File: config.mk
export PLATFORM = sky130hd
export DESIGN_NAME = timer6502_flat
export DESIGN_NICKNAME = d
export VERILOG_FILES = /design/src/rtl/timer6502_if.sv /design/src/rtl/timer6502.sv /design/src/flat_wrapper.sv
export SDC_FILE = /design/constraint.sdc
export NUM_CORES = 1
export LEC_CHECK = 0
export CORE_UTILIZATION = 60
export DETAILED_ROUTE_END_ITERATION = 10
export PLACE_DENSITY_LB_ADDON = 0.3
export SYNTH_ARGS = -nofsm -noshare
export SYNTH_HDL_FRONTEND = slang
export SYNTH_SLANG_ARGS = --single-unit
File: constraint.sdc
create_clock -name clk -period 2.85 [get_ports clk]
set_input_delay 0.57 -clock clk [delete_from_list [all_inputs] [get_ports clk]]
set_output_delay 0.57 -clock clk [all_outputs]
set_load 0.01 [all_outputs]
File: src/rtl/timer6502_if.sv
// CPU-side bus bundle for the timer: register select, write data, read data and interrupt.
interface timer6502_if;
  localparam int unsigned AW = 3;
  localparam int unsigned DW = 8;

  logic          cs;
  logic [AW-1:0] addr;
  logic [DW-1:0] din;
  logic [DW-1:0] dout;
  logic          we;
  logic          irq;

  // CPU / address-decode side
  modport master (output cs, addr, din, we, input dout, irq);
  // Timer side
  modport slave  (input cs, addr, din, we, output dout, irq);
endinterface

File: src/rtl/timer6502.sv
// Programmable 16-bit interval timer on the 6502 I/O page: prescaled tick,
// one-shot or periodic expiry, sticky EXP flag and level interrupt.
module timer6502 #(
  parameter logic [7:0]  PRESCALE_RESET = 8'd49,
  parameter logic [15:0] RELOAD_RESET   = 16'hFFFF
) (
  input logic        clk,
  input logic        reset,
  timer6502_if.slave bus
);

  localparam int unsigned CW = 16;
  localparam int unsigned DW = 8;
  localparam int unsigned AW = 3;

  localparam logic [AW-1:0] A_CTRL   = 3'd0;
  localparam logic [AW-1:0] A_STATUS = 3'd1;
  localparam logic [AW-1:0] A_RLD_LO = 3'd2;
  localparam logic [AW-1:0] A_RLD_HI = 3'd3;
  localparam logic [AW-1:0] A_SNAP_L = 3'd4;
  localparam logic [AW-1:0] A_SNAP_H = 3'd5;
  localparam logic [AW-1:0] A_PRESC  = 3'd6;

  typedef enum logic {IDLE = 1'b0, RUN = 1'b1} state_t;

  state_t        state_q, state_d;
  logic          auto_q, ie_q, exp_q;
  logic [CW-1:0] reload_q, count_q, snap_q;
  logic [DW-1:0] prescale_q, pcnt_q;

  logic wr_en, wr_ctrl, wr_stat, wr_rlo, wr_rhi, wr_snap, wr_presc;
  logic start, stop_wr, tick, tick_eff, expire;

  // Register write strobes
  assign wr_en    = bus.cs && bus.we;
  assign wr_ctrl  = wr_en && (bus.addr == A_CTRL);
  assign wr_stat  = wr_en && (bus.addr == A_STATUS);
  assign wr_rlo   = wr_en && (bus.addr == A_RLD_LO);
  assign wr_rhi   = wr_en && (bus.addr == A_RLD_HI);
  assign wr_snap  = wr_en && (bus.addr == A_SNAP_L);
  assign wr_presc = wr_en && (bus.addr == A_PRESC);

  // A stopping CTRL write overrides a coincident tick entirely
  assign start    = wr_ctrl && bus.din[0] && (state_q == IDLE);
  assign stop_wr  = wr_ctrl && !bus.din[0];
  assign tick     = (state_q == RUN) && (pcnt_q == prescale_q);
  assign tick_eff = tick && !stop_wr;
  assign expire   = tick_eff && (count_q == '0);

  // State register
  always_ff @(posedge clk) begin
    if (reset) state_q <= IDLE;
    else       state_q <= state_d;
  end

  // Next-state: CTRL writes take priority, one-shot expiry falls back to IDLE
  always_comb begin
    state_d = state_q;
    if (wr_ctrl)                state_d = bus.din[0] ? RUN : IDLE;
    else if (expire && !auto_q) state_d = IDLE;
  end

  // Configuration registers and snapshot latch
  always_ff @(posedge clk) begin
    if (reset) begin
      auto_q     <= 1'b0;
      ie_q       <= 1'b0;
      reload_q   <= RELOAD_RESET;
      prescale_q <= PRESCALE_RESET;
      snap_q     <= '0;
    end else begin
      if (wr_ctrl) begin
        auto_q <= bus.din[1];
        ie_q   <= bus.din[2];
      end
      if (wr_rlo)   reload_q[7:0]  <= bus.din;
      if (wr_rhi)   reload_q[15:8] <= bus.din;
      if (wr_presc) prescale_q     <= bus.din;
      if (wr_snap)  snap_q         <= count_q;
    end
  end

  // Prescaler and down-counter; RELOAD is only sampled at start and at reload
  always_ff @(posedge clk) begin
    if (reset) begin
      pcnt_q  <= '0;
      count_q <= '0;
    end else if (start) begin
      pcnt_q  <= '0;
      count_q <= reload_q;
    end else if ((state_q == RUN) && !stop_wr) begin
      pcnt_q <= tick ? '0 : DW'(pcnt_q + 8'd1);
      if (tick) begin
        if (count_q != '0) count_q <= CW'(count_q - 16'd1);
        else if (auto_q)   count_q <= reload_q;
      end
    end
  end

  // Sticky expiry flag; a set in the same cycle as a clear wins
  always_ff @(posedge clk) begin
    if (reset) exp_q <= 1'b0;
    else       exp_q <= expire || (exp_q && !(wr_stat && bus.din[0]));
  end

  // Read mux and interrupt, combinational from register state
  always_comb begin
    bus.dout = '0;
    bus.irq  = exp_q && ie_q;
    if (bus.cs) begin
      case (bus.addr)
        A_CTRL:   bus.dout = {5'b0, ie_q, auto_q, (state_q == RUN)};
        A_STATUS: bus.dout = {6'b0, (state_q == RUN), exp_q};
        A_RLD_LO: bus.dout = reload_q[7:0];
        A_RLD_HI: bus.dout = reload_q[15:8];
        A_SNAP_L: bus.dout = snap_q[7:0];
        A_SNAP_H: bus.dout = snap_q[15:8];
        A_PRESC:  bus.dout = prescale_q;
        default:  bus.dout = '0;
      endcase
    end
  end

endmodule

File: src/flat_wrapper.sv
// flat-port wrapper written by rule: the top's interface ports become plain ports
module timer6502_flat 
#(
  parameter logic [7:0]  PRESCALE_RESET = 8'd49,
  parameter logic [15:0] RELOAD_RESET   = 16'hFFFF
)
  (clk, reset, bus_cs, bus_addr, bus_din, bus_we, bus_dout, bus_irq);
  timer6502_if bus_i ();
  input logic clk;
  input logic reset;
  input wire logic [$bits(bus_i.cs)-1:0] bus_cs;
  input wire logic [$bits(bus_i.addr)-1:0] bus_addr;
  input wire logic [$bits(bus_i.din)-1:0] bus_din;
  input wire logic [$bits(bus_i.we)-1:0] bus_we;
  output wire logic [$bits(bus_i.dout)-1:0] bus_dout;
  output wire logic [$bits(bus_i.irq)-1:0] bus_irq;
  assign bus_i.cs = bus_cs;
  assign bus_i.addr = bus_addr;
  assign bus_i.din = bus_din;
  assign bus_i.we = bus_we;
  assign bus_dout = bus_i.dout;
  assign bus_irq = bus_i.irq;
  timer6502 #(.PRESCALE_RESET(PRESCALE_RESET), .RELOAD_RESET(RELOAD_RESET)) u_core (.clk(clk), .reset(reset), .bus(bus_i));
endmodule
# After elaboration in Yosys (flattened, before gate mapping)
# Cells that the tools add are included.
dict set report totals {
  wordCells 63
  regBits 68
}
dict set report classes {
  mux 11
  n_bitwise 1
  n_addsub 2
  eq_ne 7
  n_reduce_logical 32
}
# operator count
set ops {}
lappend ops {{2-to-1 mux 16 bit} 5}
lappend ops {{case mux 8 bit (7 select lines)} 1}
lappend ops {{logical AND 1 bit} 18}
lappend ops {{zero test 16 bit} 1}
lappend ops {{2-to-1 mux 8 bit} 2}
lappend ops {{nonzero test 16 bit} 1}
lappend ops {{subtractor 16 x 1 -> 16 bit, second input constant} 1}
lappend ops {{equality test 3 bit, second input constant} 3}
lappend ops {{adder 8 x 1 -> 8 bit, second input constant} 1}
lappend ops {{equality test 8 bit} 1}
lappend ops {{equality test 3 x 2 -> 1 bit, second input constant} 2}
lappend ops {{nonzero test 2 bit} 3}
lappend ops {{zero test 1 bit} 4}
lappend ops {{equality test 3 x 1 -> 1 bit, second input constant} 1}
lappend ops {{zero test 3 bit} 1}
lappend ops {{2-to-1 mux 1 bit} 3}
lappend ops {{AND reduction 3 bit} 1}
lappend ops {{nonzero test 3 bit} 1}
lappend ops {{OR reduction 2 bit} 1}
lappend ops {{logical OR 1 bit} 1}
lappend ops {{inverter 1 bit} 1}

# Longest topological paths before layout
dict set report logic_depth {
  depth_word 9
  depth_mapped 8
  mapped_depth_nobuf 7
}

# Worst setup path before layout
# Ideal clock, no wire load.
dict set report synth_timing {
  kind {input to output}
  from {input port bus_addr[1]}
  to {output port bus_dout[0]}
  path_slack_ns 0.413
  n_path_buf 2
  cell_stages 7
  t_arrival_ns 1.867
  path_cell_list {clkbuf_2 > buf_1 > mux2_2 > a22oi_1 > o22ai_1 > a31oi_1 > nor2_1}
}
dict set report synth_via {
  elab_chain_len 3
  word_cells_on_any_way 9
  classes_between {6 x eq/ne; 2 x mux; 1 x reduce/logical}
}
# item line
set synth_lines {}
lappend synth_lines {{from (decl)} flat_wrapper.sv:12} ;# input wire logic [$bits(bus_i.addr)-1:0] bus_addr;
lappend synth_lines {{equality test 3 bit (tied with other cells)} timer6502.sv:111} ;# case (bus.addr)
lappend synth_lines {{case mux 8 bit (7 select lines) (*)} timer6502.sv:111}
lappend synth_lines {{2-to-1 mux 8 bit (*)} timer6502.sv:110} ;# if (bus.cs) begin
lappend synth_lines {{to (decl)} flat_wrapper.sv:15} ;# output wire logic [$bits(bus_i.dout)-1:0] bus_dout;
# Every way passes the cells marked *; elsewhere a longest branch is shown, timed or not.

# Worst setup path after layout
dict set report layout_timing {
  from {input port bus_addr[0]}
  to {output port bus_dout[7]}
}
# The elaborated chain is that of the path after synthesis.

==> summary.txt <==
STA
  • Final setup viols: 0
  • Max Fclk: about 360 MHz
  • Worst setup margin: between 0.06 and 0.07 ns
  • Hold_ws: roughly 0.5 ns
  • Final slew viol count: 0
  • RSZ-0062 raised after global routing: false
  • Relative slew slack: around 53%
  • Clk_skew: 0.0120 ns
  • Final hold viol count: 0
  • Period Utilization, post-route: a little over nine tenths
  • Setup TNS: 0 ns
  • Fin crit period: between 2 and 3 ns
  • Worst slew pin tran: 0.698 ns

Synthesis
  • Synth cell types: 66
  • Flops & latches, synth: a little under 70
  • Asr flop ratio synth: 0%
  • Syn_nets: between 400 and 500
  • Syn Std Cell Area: roughly 3900 um^2
  • Ys flop type: dfxtp_1
  • Sequential-to-total area share from yosys stat: between 30% and 40%
  • Gate Count Post-Synth: around 430
  • Mapped Avg Cell Area: about 8.9 um^2
  • Synth warnings: 0
  • Number of synthesized flops with an enable pin: 0

Global route
  • First-pass GRT wire length: approximately 18000 um
  • Largest net degree at the start of global routing: 38
  • Most Crowded Layer GR: met2
  • Gr ovfl total: 0
  • Met1 Use GR: roughly 47%
  • Grt met2 use: a little over half
  • Antenna violations before repair: 0
  • Met3 usage: under 10%
  • Vias in the first global route: 3502
  • GRT Overall Usage: around 36%

Final layout
  • Design area: ~4600 um^2
  • ANT cells: 0
  • Synth-to-layout area growth: 17.8%
  • Fraction of layout cells with a size suffix above 1: 19.8%
  • Layout Nets: 492

Route
  • DRC viols: 0
  • Via count: 3738
  • Drt first pass iters: 7
  • Vias per cell: 6.75
  • Antenna Violating Nets Remaining: 0
  • DRT iter0 DRCs: just over 600
  • Routed wire length: around 11000 um
  • DR WL/cell: roughly 20 um

Placed design
  • DPL Wire Length: around 8000 um
  • Final GP Congestion: just over 0.9
  • Pre-CTS WS: -0.223 ns
  • Port bufs: 23
  • Area after DPL: roughly 4300 um^2

Setup path
  • CP arrival: about 2.2 ns
  • Crit end category: output port
  • CP required: between 2 and 2.5 ns
  • Max Fanout on Critical Path: 9
  • Critical path class: input pin to output port
  • CP Launch Type: input pin

Floorplan
  • Number of top-level pins: 24
  • Std-Cell Rows: 28
  • CORE AREA: between 6000 and 7000 um^2
  • Width of the die: about 82 um
  • Initial Util: ~64%
  • Die height: 82.3 um
  • Die area: between 6000 and 7000 um^2

Clocking
  • CTS clk-pin slew, worst paths: approximately 0.070 ns
  • Hold Buf Count CTS: 0
  • Clock tree buffer depth: 2
  • Clk_lat worst skew: ~0.36 ns
  • CTS buffer count: 9
  • Clk root buf: clkbuf_8
  • CTS tree: done
  • Clock Sinks: 68
  • CTS H-tree lvls: 3

Power and ir drop
  • Leak Pwr: 1.68 nW
  • Power Density: ~480 nW/um^2
  • VDD IR max: ~0.0005 V
  • Total power: 2.17 mW

Run status
  • Status: complete, no violations

Job
  • Max Cap Viol: 0

Min path
  • Hold crit path type: flip-flop to flip-flop
-- power by group --
group	leakage [nW]	internal [mW]	switching, mW
logic	1.03	0.135	0.165
registers	0.550	0.960	0.0180
clock network	0.104	0.498	0.398
total	1.68	1.59	0.581
-- per-stage QoR --
stage / instances / util, %
floorplan: 433 / -
global placement: 536 / 71.2
detailed placement: 536 / 71.2
CTS: 553 / 75.0
global route: 554 / 75.1
finish: 554 / 75.1
-- critical path, stage by stage --
cell	delay, ns
clkdlybuf4s50_1	0.48
buf_6	0.14
nor2b_1	0.07
buf_4	0.15
a22o_1	0.23
a222oi_1	0.23
nor2_1	0.06
dlygate4sd2_1	0.28
-- synthesized netlist by cell type, drive strengths merged (3+ instances only) --
cell type  number  area (um^2)
a211o          19          166
a21oi          22          118
a221o           4         40.0
a222oi          5         50.1
a22o            8         70.1
a22oi           4         30.0
a31oi          11         68.8
and2            6         37.5
and4            8         76.3
buf            21          130
clkbuf         14         57.6
dfxtp          68         1360
ha              3         37.5
inv            11         41.3
mux2            8         90.1
mux2i          25          250
nand2          15         56.3
nand3          10         55.1
nand4          13          100
nor2           58          218
nor2b          17          106
nor3           11         55.1
nor3b           4         35.0
nor4            6         86.3
o211a           3         30.0
o211ai          8         60.1
o21ai           7         35.0
or4             5         45.0
xnor2          11         96.3
xor2            4         35.0
-- layout make-up --
cell class / count / area, um^2
tap: 75 / 93.8
timing repair buffer: 65 / 543
multi-input combinational: 319 / 2300
fill: 424 / 1510
inverter: 11 / 41.3
clock inverter: 5 / 85.1
sequential: 68 / 1360
clock buffer: 11 / 131
-- registers in the layout, summed over array words and instances, names as in the netlist --
name               flops
u_core.state_q         1
u_core.count_q        16
u_core.prescale_q      8
u_core.pcnt_q          8
u_core.snap_q         16
u_core.exp_q           1
u_core.reload_q       16
u_core.auto_q          1
u_core.ie_q            1
-- kinds of logic after synthesis --
group | Yosys count | share of synthesized area (%)
AOI/OAI and AO/OA | 108 | 21.3
xor gates and xnor gates | 15 | 3.40
adders and majority gates | 3 | 0.971
buffers and inverters | 46 | 5.92
DFF | 68 | 35.2
muxes | 33 | 8.80
and+or+nand+nor | 160 | 24.4
-- final timing paths --
kind	startpoint	end	slack (ns)	cells past startpoint
min	u_core.snap_q[15]	u_core.snap_q[15]	0.51	2
max reg2reg	u_core.count_q[0]	u_core.count_q[2]	0.50	8
max	bus_addr[0]	bus_dout[7]	0.06	8
min reg2reg	u_core.snap_q[15]	u_core.snap_q[15]	0.51	2
-- cell usage in the layout, fill, tap and decap left out, types with 9 or more instances in the layout --
master and instances:
dfxtp_1 68, nor2_1 58, buf_4 37, mux2i_1 25, a21oi_1 20, a211o_1 19, nand2_1 15, nor2b_1 15
clkdlybuf4s50_1 13, a31oi_1 11, inv_1 11, xnor2_1 11, nor3_1 11, nand4_1 10, nand3_1 9, clkbuf_8 9
-- repair_timing --
action	in CTS	in global routing
buffers inserted	0	1
gates cloned	1	0
setup endpoints to repair	8	6
pin swaps	0	6
gates resized for setup	15	12
-- per-layer routing --
layer	share of wire (%)	vias up
met5	0	-
met4	4.0	0
met3	9.4	49
met2	45	227
met1	42	1757
li1	-	1705
(Power assumes the default switching activity.)
